<file path="src/rtl/delay_mem_sweep_ctrl_if.sv">
// Memory-side bus of the sweep controller: write qualifier, op select,
// word address and the combinational read data that comes back.
interface delay_mem_sweep_ctrl_if #(
  parameter int WIDTH = 32
);
  logic             mem_req;
  logic             mem_enable;
  logic [WIDTH-1:0] mem_addr;
  logic [WIDTH-1:0] mem_rdata;

  // Controller side drives the request, memory side returns read data.
  modport master (
    output mem_req,
    output mem_enable,
    output mem_addr,
    input  mem_rdata
  );

  modport slave (
    input  mem_req,
    input  mem_enable,
    input  mem_addr,
    output mem_rdata
  );
endinterface

</file>
<file path="src/rtl/delay_mem_sweep_ctrl.sv">
// Sweep controller for the read-modify-write counter memory.
// A start command sweeps a wrapping window of addresses (one per cycle),
// summing and max-tracking the pre-modification values. Increment sweeps
// are followed by a read-only verify pass that counts words that did not
// come back as old+1.
module delay_mem_sweep_ctrl #(
  parameter int DEPTH = 8,
  parameter int WIDTH = 32,
  parameter int IDX_W = 3
) (
  input  logic                          clk,
  input  logic                          reset,
  input  logic                          io_start,
  input  logic                          io_mode,
  input  logic [IDX_W-1:0]              io_base,
  input  logic [IDX_W:0]                io_len,
  delay_mem_sweep_ctrl_if.master        mem,
  output logic                          io_busy,
  output logic                          io_done,
  output logic [WIDTH-1:0]              io_sum,
  output logic [WIDTH-1:0]              io_max,
  output logic [IDX_W:0]                io_errs
);

  localparam logic [1:0] S_IDLE   = 2'd0;
  localparam logic [1:0] S_RUN    = 2'd1;
  localparam logic [1:0] S_VERIFY = 2'd2;
  localparam logic [1:0] S_DONE   = 2'd3;

  localparam logic [IDX_W:0] LEN_FULL = (IDX_W+1)'(DEPTH);

  logic [1:0]       state_q, state_d;
  logic             mode_q, mode_d;
  logic [IDX_W-1:0] base_q, base_d;
  logic [IDX_W:0]   len_q, len_d;
  logic [IDX_W-1:0] i_q, i_d;
  logic [WIDTH-1:0] sum_q, sum_d;
  logic [WIDTH-1:0] max_q, max_d;
  logic [IDX_W:0]   errs_q, errs_d;
  logic [WIDTH-1:0] shadow_q [DEPTH];

  logic [IDX_W-1:0] idx_s;
  logic             last_s;

  // Window index wraps naturally in IDX_W bits (DEPTH is a power of two).
  assign idx_s  = base_q + i_q;
  assign last_s = ({1'b0, i_q} == (len_q - (IDX_W+1)'(1)));

  assign io_busy = (state_q == S_RUN) || (state_q == S_VERIFY);
  assign io_done = (state_q == S_DONE);
  assign io_sum  = sum_q;
  assign io_max  = max_q;
  assign io_errs = errs_q;

  // Memory bus decode: writes are only ever qualified while sweeping in RUN.
  always_comb begin
    mem.mem_req    = 1'b0;
    mem.mem_enable = 1'b0;
    mem.mem_addr   = {WIDTH{1'b0}};
    case (state_q)
      S_RUN: begin
        mem.mem_req    = 1'b1;
        mem.mem_enable = ~mode_q;
        mem.mem_addr   = {{(WIDTH-IDX_W){1'b0}}, idx_s};
      end
      S_VERIFY: begin
        mem.mem_addr   = {{(WIDTH-IDX_W){1'b0}}, idx_s};
      end
      default: begin
        mem.mem_req    = 1'b0;
      end
    endcase
  end

  // Sequencer next-state: command latch, sweep stepping and accumulators.
  always_comb begin
    state_d = state_q;
    mode_d  = mode_q;
    base_d  = base_q;
    len_d   = len_q;
    i_d     = i_q;
    sum_d   = sum_q;
    max_d   = max_q;
    errs_d  = errs_q;
    case (state_q)
      S_IDLE: begin
        if (io_start) begin
          mode_d  = io_mode;
          base_d  = io_base;
          len_d   = (io_len == (IDX_W+1)'(0)) ? LEN_FULL : io_len;
          i_d     = {IDX_W{1'b0}};
          sum_d   = {WIDTH{1'b0}};
          max_d   = {WIDTH{1'b0}};
          errs_d  = {(IDX_W+1){1'b0}};
          state_d = S_RUN;
        end else begin
          state_d = S_IDLE;
        end
      end
      S_RUN: begin
        sum_d = sum_q + mem.mem_rdata;
        if (mem.mem_rdata > max_q) begin
          max_d = mem.mem_rdata;
        end else begin
          max_d = max_q;
        end
        if (last_s) begin
          i_d     = {IDX_W{1'b0}};
          state_d = mode_q ? S_DONE : S_VERIFY;
        end else begin
          i_d     = i_q + IDX_W'(1);
        end
      end
      S_VERIFY: begin
        if ((mem.mem_rdata != shadow_q[i_q]) && (errs_q != LEN_FULL)) begin
          errs_d = errs_q + (IDX_W+1)'(1);
        end else begin
          errs_d = errs_q;
        end
        if (last_s) begin
          i_d     = {IDX_W{1'b0}};
          state_d = S_DONE;
        end else begin
          i_d     = i_q + IDX_W'(1);
        end
      end
      S_DONE: begin
        state_d = S_IDLE;
      end
      default: begin
        state_d = S_IDLE;
      end
    endcase
  end

  // State and accumulator registers with synchronous reset.
  always_ff @(posedge clk) begin
    if (reset) begin
      state_q <= S_IDLE;
      mode_q  <= 1'b0;
      base_q  <= {IDX_W{1'b0}};
      len_q   <= {(IDX_W+1){1'b0}};
      i_q     <= {IDX_W{1'b0}};
      sum_q   <= {WIDTH{1'b0}};
      max_q   <= {WIDTH{1'b0}};
      errs_q  <= {(IDX_W+1){1'b0}};
    end else begin
      state_q <= state_d;
      mode_q  <= mode_d;
      base_q  <= base_d;
      len_q   <= len_d;
      i_q     <= i_d;
      sum_q   <= sum_d;
      max_q   <= max_d;
      errs_q  <= errs_d;
    end
  end

  // Expected post-increment values, indexed by sweep position, for verify.
  always_ff @(posedge clk) begin
    if (reset) begin
      for (int k = 0; k < DEPTH; k++) begin
        shadow_q[k] <= {WIDTH{1'b0}};
      end
    end else if ((state_q == S_RUN) && !mode_q) begin
      shadow_q[i_q] <= mem.mem_rdata + WIDTH'(1);
    end
  end

endmodule

</file>
<file path="src/flat_wrapper.sv">
// flat-port wrapper written by rule: the top's interface ports become plain ports
module delay_mem_sweep_ctrl_flat 
#(
  parameter int DEPTH = 8,
  parameter int WIDTH = 32,
  parameter int IDX_W = 3
)
  (clk, reset, io_start, io_mode, io_base, io_len, io_busy, io_done, io_sum, io_max, io_errs, mem_mem_req, mem_mem_enable, mem_mem_addr, mem_mem_rdata);
  delay_mem_sweep_ctrl_if #(.WIDTH(WIDTH)) mem_i ();
  input  logic clk;
  input  logic reset;
  input  logic io_start;
  input  logic io_mode;
  input  logic [IDX_W-1:0] io_base;
  input  logic [IDX_W:0] io_len;
  output logic io_busy;
  output logic io_done;
  output logic [WIDTH-1:0] io_sum;
  output logic [WIDTH-1:0] io_max;
  output logic [IDX_W:0] io_errs;
  output wire logic [$bits(mem_i.mem_req)-1:0] mem_mem_req;
  output wire logic [$bits(mem_i.mem_enable)-1:0] mem_mem_enable;
  output wire logic [$bits(mem_i.mem_addr)-1:0] mem_mem_addr;
  input wire logic [$bits(mem_i.mem_rdata)-1:0] mem_mem_rdata;
  assign mem_mem_req = mem_i.mem_req;
  assign mem_mem_enable = mem_i.mem_enable;
  assign mem_mem_addr = mem_i.mem_addr;
  assign mem_i.mem_rdata = mem_mem_rdata;
  delay_mem_sweep_ctrl #(.DEPTH(DEPTH), .WIDTH(WIDTH), .IDX_W(IDX_W)) u_core (.clk(clk), .reset(reset), .io_start(io_start), .io_mode(io_mode), .io_base(io_base), .io_len(io_len), .mem(mem_i), .io_busy(io_busy), .io_done(io_done), .io_sum(io_sum), .io_max(io_max), .io_errs(io_errs));
endmodule
</file>
<file path="config.mk">
export PLATFORM = sky130hd
export DESIGN_NAME = delay_mem_sweep_ctrl_flat
export DESIGN_NICKNAME = d
export VERILOG_FILES = /design/src/rtl/delay_mem_sweep_ctrl_if.sv /design/src/rtl/delay_mem_sweep_ctrl.sv /design/src/flat_wrapper.sv
export SDC_FILE = /design/constraint.sdc
export NUM_CORES = 1
export LEC_CHECK = 0
export BUFFER_PORTS_ARGS = -buffer_cell sky130_fd_sc_hd__buf_2
export CORE_MARGIN = 2
export CORE_UTILIZATION = 56
export DETAILED_ROUTE_END_ITERATION = 10
export GPL_TIMING_DRIVEN = 1
export HOLD_SLACK_MARGIN = 0.15
export PLACE_DENSITY = 0.84
export REMOVE_ABC_BUFFERS = 1
export SYNTH_ARGS = -nofsm -noshare
export SYNTH_HDL_FRONTEND = slang
export SYNTH_SLANG_ARGS = --single-unit
</file>
<file path="constraint.sdc">
create_clock -name clk -period 4.3 [get_ports clk]
set_input_delay 0.86 -clock clk [delete_from_list [all_inputs] [get_ports clk]]
set_output_delay 0.86 -clock clk [all_outputs]
set_load 0.02 [all_outputs]
</file>
After elaboration in Yosys (flattened, before gate mapping)
Memories as Yosys holds them, arrays and structs flattened. A register that Yosys moved wholly into a read port is not among the register bits.
Index checks and enable logic that the tools add are counted.
{"block": "word_totals", "reg_bits": 81, "ramBits": 256, "inputBits": 43, "output_inout_bits": 104, "elab_cells": 74, "mem_count": 1}
{"memory": "u_core.shadow_q", "depth": 8, "width": 32, "rd": 1, "rd_clocked_by_memory_dff": 1, "wr": 8, "line": "delay_mem_sweep_ctrl.sv:40", "text": "logic [WIDTH-1:0] shadow_q [DEPTH];"}
{"block": "op_classes", "n_addsub": 6, "n_lt_le_gt_ge": 1, "eq_ne": 11, "n_mux": 29, "bitwise": 1, "n_reduce_logical": 17}
{"operator": "case mux 32 bit (2 select lines)", "count": 2}
{"operator": "2-to-1 mux 32 bit", "count": 3}
{"operator": "adder 32 x 1 -> 32 bit, second input constant", "count": 1}
{"operator": "adder 32 bit", "count": 1}
{"operator": "greater-than comparator 32 bit", "count": 1}
{"operator": "!= test 32 bit", "count": 1}
{"operator": "OR reduction 32 bit", "count": 1}
{"operator": "2-to-1 mux 3 bit", "count": 6}
{"operator": "2-to-1 mux 4 bit", "count": 3}
{"operator": "2-to-1 mux 1 bit", "count": 10}
{"operator": "case mux 2 bit (4 select lines)", "count": 1}
{"operator": "case mux 4 bit (2 select lines)", "count": 1}
{"operator": "AND reduction 2 bit", "count": 4}
{"operator": "!= test 2 bit, second input constant", "count": 3}
{"operator": "case mux 3 bit (2 select lines)", "count": 1}
{"operator": "AND reduction 3 bit", "count": 2}
{"operator": "nonzero test 2 bit", "count": 3}
{"operator": "adder 4 x 1 -> 4 bit, second input constant", "count": 1}
{"operator": "equality test 2 bit, second input constant", "count": 2}
{"operator": "equality test 3 x 4 -> 1 bit", "count": 1}
{"operator": "logical NOT 4 bit", "count": 1}
{"operator": "2-to-1 mux 2 bit", "count": 2}
{"operator": "!= test 2 x 1 -> 1 bit, second input constant", "count": 2}
{"operator": "!= test 4 bit, second input constant", "count": 1}
{"operator": "10 further kinds", "count": 11}

Longest topological paths before layout
{"block": "logic_depth", "depth_word": 7, "ltp_mapped": 14, "mapped_depth_nobuf": 11}

Worst setup path before layout
Ideal clock, no wire load.
{"block": "synth_path", "path_kind": "input to register", "from": "in mem_mem_rdata[0]", "to": "reg u_core.sum_q[28] (netlist: u_core.io_sum[28])", "setup_ns": 0.128, "arrival_time_ns": 2.925, "t_required_ns": 4.172, "path_slack_ns": 1.247, "stages": 11, "path_buffers": 0, "path_cell_list": "ha_1 -> fa_1 -> a21oi_1 -> o21ai_1 -> nand4_1 -> a31oi_1 -> nor4b_1 -> o31ai_1 -> a31oi_1 -> xor2_1 -> o21ai_1"}
{"block": "synth_between", "elab_chain_len": 2}
{"element": "start, declared", "line": "flat_wrapper.sv:24", "text": "input wire logic [$bits(mem_i.mem_rdata)-1:0] mem_mem_rdata;"}
{"element": "adder 32 bit", "line": "delay_mem_sweep_ctrl.sv:101", "text": "sum_d = sum_q + mem.mem_rdata;"}
{"element": "case mux 32 bit (2 select lines)", "line": "delay_mem_sweep_ctrl.sv:85", "text": "case (state_q)"}
{"element": "end signal, assigned", "line": "delay_mem_sweep_ctrl.sv:144", "text": "sum_q <= {WIDTH{1'b0}};"}
{"element": "end signal, assigned", "line": "delay_mem_sweep_ctrl.sv:153", "text": "sum_q <= sum_d;"}
{"element": "end, declared", "line": "delay_mem_sweep_ctrl.sv:37", "text": "logic [WIDTH-1:0] sum_q, sum_d;"}
Every way passes these cells.
A chain may end at the register's enable or synchronous reset.

Worst setup path after layout
{"block": "layout_path", "from": "in mem_mem_rdata[1]", "to": "reg u_core.max_q[25] (netlist: u_core.io_max[25])"}
{"block": "layout_between", "elab_chain_len": 3}
{"element": "greater-than comparator 32 bit", "line": "delay_mem_sweep_ctrl.sv:102", "text": "if (mem.mem_rdata > max_q) begin"}
{"element": "!= test 2 bit (no line)"}
{"element": "AND reduction 3 bit (no line)"}
{"element": "end signal, assigned", "line": "delay_mem_sweep_ctrl.sv:145", "text": "max_q <= {WIDTH{1'b0}};"}
{"element": "end signal, assigned", "line": "delay_mem_sweep_ctrl.sv:154", "text": "max_q <= max_d;"}
{"element": "end, declared", "line": "delay_mem_sweep_ctrl.sv:38", "text": "logic [WIDTH-1:0] max_q, max_d;"}
Every way passes these cells.

==> results.md <==
* Status: complete, no violations
* Post-synth top area share at 0.4438
* Clock Tree Root: clkbuf_16
* Stages on worst setup path at 12
* WL/cell at 22.59 microns
* Dpl hpwl at 28,800 microns
* Largest net degree at the start of global routing at 38
* Antenna violations before repair at 0
* Layout area overhead at 11.79%
* Routed Antenna Nets at 0
* RSZ-0062 raised after global routing: no
* Min-Delay Path Class: reg2reg
* First-pass GRT wire length at 70,120 microns
* Most instantiated cells after synthesis: nor2_1, edfxtp_1, nand2_1, dfxtp_1, ha_1
* Vias per cell at 6.291
* Asr flop ratio synth at 0
* DRT iter0 DRCs at 1,713
* # DRC at 0
* Peak Freq at 0.2761 GHz
* Cells after synthesis at 1,488
* Cell area power density at 470.6 mW/mm^2
* Initial Utilization at 0.5678
* Yosys cell types at 67
* Top cell family by delay on the critical path: compound AO/OA/AOI/OAI gates
* H-tree Lvls at 2
* I/O pins at 147
* Die span in y at 179.9 microns
* Xor and xnor area share after synthesis at 0.04601
* Worst path bufs/invs at 2
* Diode count at 0
* Rel. slew slack at 0.3625
* Clk pin slew, worst setup/hold paths at 0.06 ns
* Cell area after synthesis at 0.01732 sq mm
* Crit path largest cell delay at 0.81 ns
* Syn Area/Cell at 11.64 sq um
* Die area at 0.03236 sq mm
* CTS tree: yes
* Simple-gate share of the synthesized area at 0.1266
* Number of flops mapped to enable cells by yosys at 256
* Port Buf Inserts at 117
* Crit path cell chain: buf_2 -> ha_1 -> nor2b_1 -> o21a_1 -> o21ai_1 -> a21oi_1 -> o311ai_1 -> a31oi_1 -> nor4_1 -> or2_1 -> buf_4 -> a32o_1
* Final WL at 45,570 microns
* Via count at 12,690
* Multi-input gate area at 0.007262 sq mm
* Reg2Reg Depth at 12
* Actual slew at the worst max-slew pin at 0.9475 ns
* Power Total at 9113 uW
* Synth area leader: edfxtp_1
* Most frequent cell after synthesis: nor2_1
* Final Hold Violating Endpoints at 0
* Crit path max fanout at 32
* GRT Overall Usage at 0.2783
* Share of cells above drive strength 1 at 0.1715
* Largest family of logic cells by synthesized area: simple AND/OR/NAND/NOR gates
* Number of nets in the layout at 1,714
* Clock Path Buffers at 3
* Endpoints failing setup at 0
* Number of global-route vias before repair at 12,560
* Fill cells at 2,221
* Max Cap Violations at 0
* VDD IR max at 0.4714 mV
* WP data required at 4.74 ns
* Clock latency on the worst-skew pair at 0.51 ns
* Min Tclk post-route at 3.621 ns
* Die Wd at 179.9 microns
* Period utilisation layout at 0.8422
* Compound-Gate Fraction of Synth Area at 0.08183
* Crit Path Class: in2reg
* CP Capture Type: flip-flop
* Multiplexer share of the synthesized area at 0.1029
* Yosys reg bits at 340
* Crit path DAT at 4.06 ns
* Ys Warns at 0
* Final cell utilization of the core at 0.6347
* Critical path's slowest cell: nor4_1
* Leakage at 0.007337 uW
* Clock sinks at 340
* FP Rows at 64
* Pins Over Slew Limit at 0
* Area share of fa/ha/maj cells after synthesis at 0.05504
* Register area share after synthesis at 0.5408
* Hold path depth at 2
* DRT Pass-1 Iters at 6
* Hold Buf Count CTS at 0
* GPL Wtd Cong at 0.8866
* Worst Skew at 0.02032 ns
* Ys flop type: edfxtp_1
* Sequential cell area at 0.009375 sq mm
* Clock buffer count from CTS at 36
* Synth top area cells: edfxtp_1, dfxtp_1, mux4_2, nor2_1, ha_1
* # Post-CTS Setup Buffers at 0
* Core region area at 0.03051 sq mm
* Category of the worst setup path launch point: primary input
* Gr ovfl total at 0
* Post-cts resize count at 0
tightest hold or removal path, stage by stage (launching register included):
cell     delay (ns)
dfxtp_1        0.31
nand2_1        0.05
a21oi_1        0.06
final cells by class:
cell class / instances / area share
Clock inverter: 21 / 0.006720
Inverter: 55 / 0.01066
Tap cell: 396 / 0.02559
Timing Repair Buffer: 148 / 0.04807
Multi-Input combinational cell: 1015 / 0.3750
Clock buffer: 42 / 0.04982
Sequential cell: 340 / 0.4841
worst paths after layout:
kind / start / to / slack (ns)
max reg2reg: u_core.io_max[1] / u_core.io_max[25] / 0.76
max: mem_mem_rdata[1] / u_core.io_max[25] / 0.68
min reg2reg: u_core.base_q[0] / u_core.base_q[0] / 0.47
min: u_core.base_q[0] / u_core.base_q[0] / 0.47
flip-flops by register name, indices dropped and copies added, names as in the netlist, named ones only:
register	flops
u_core.mode_q	1
u_core.i_q	3
u_core.base_q	3
u_core.state_q	2
u_core.io_max	32
u_core.io_errs	4
u_core.shadow_q	256
u_core.io_sum	32
u_core.len_q	4
layer usage:
metal | up-vias | global-route usage | wire [microns]
li1 | 5566 | - | -
met1 | 6172 | 0.3694 | 16970
met2 | 810 | 0.4556 | 21730
met3 | 141 | 0.05956 | 5215
met4 | 0 | 0.09886 | 1657
met5 | - | 0 | 0
metrics by stage:
stage	cells	hold slack [ns]	setup WS [ns]	instance area (sq um)	setup TNS (ns)
global route	2017	0.4953	0.5090	19360	0
finish	2017	0.4690	0.6787	19360	0
CTS	2017	0.4717	0.7707	19360	0
floorplan	1410	0.4303	-0.2112	16830	-0.3859
detailed placement	1954	0.4633	0.2785	18270	0
global placement	1954	0.4460	0.3863	18270	0
kinds of logic after synthesis:
family | Yosys count
AO/OA/AOI/OAI | 204
flip-flops | 340
multiplexers | 98
adder cells (fa/ha/maj) | 75
other | 1
XOR/XNOR | 91
buffers and inverters | 161
AND/OR/NAND/NOR | 518
report_power, final:
group | internal [uW] | total, uW | switching (uW) | leakage, uW
sequential | 3770 | 3920 | 152 | 0.00333
combinational | 874 | 2260 | 1390 | 0.00347
clock | 1660 | 2930 | 1260 | 0.000540
cells in the final DEF (no fill, tap or decap), drive strengths merged, types with 5 or more instances in the layout:
cell type / n
nor2: 317
edfxtp: 256
buf: 148
nand2: 88
dfxtp: 84
ha: 73
mux4: 64
a21oi: 57
inv: 56
xnor2: 54
clkbuf: 42
xor2: 37
a32o: 35
o21ai: 35
mux2i: 34
nand3: 30
conb: 29
a21o: 22
nor3: 16
clkinv: 15
nand4: 14
nor4: 11
a22oi: 10
nor2b: 8
or3: 7
o21a: 7
and3: 6
and2: 5
a31oi: 5
Note: power is estimated with default switching activity, not from simulation.
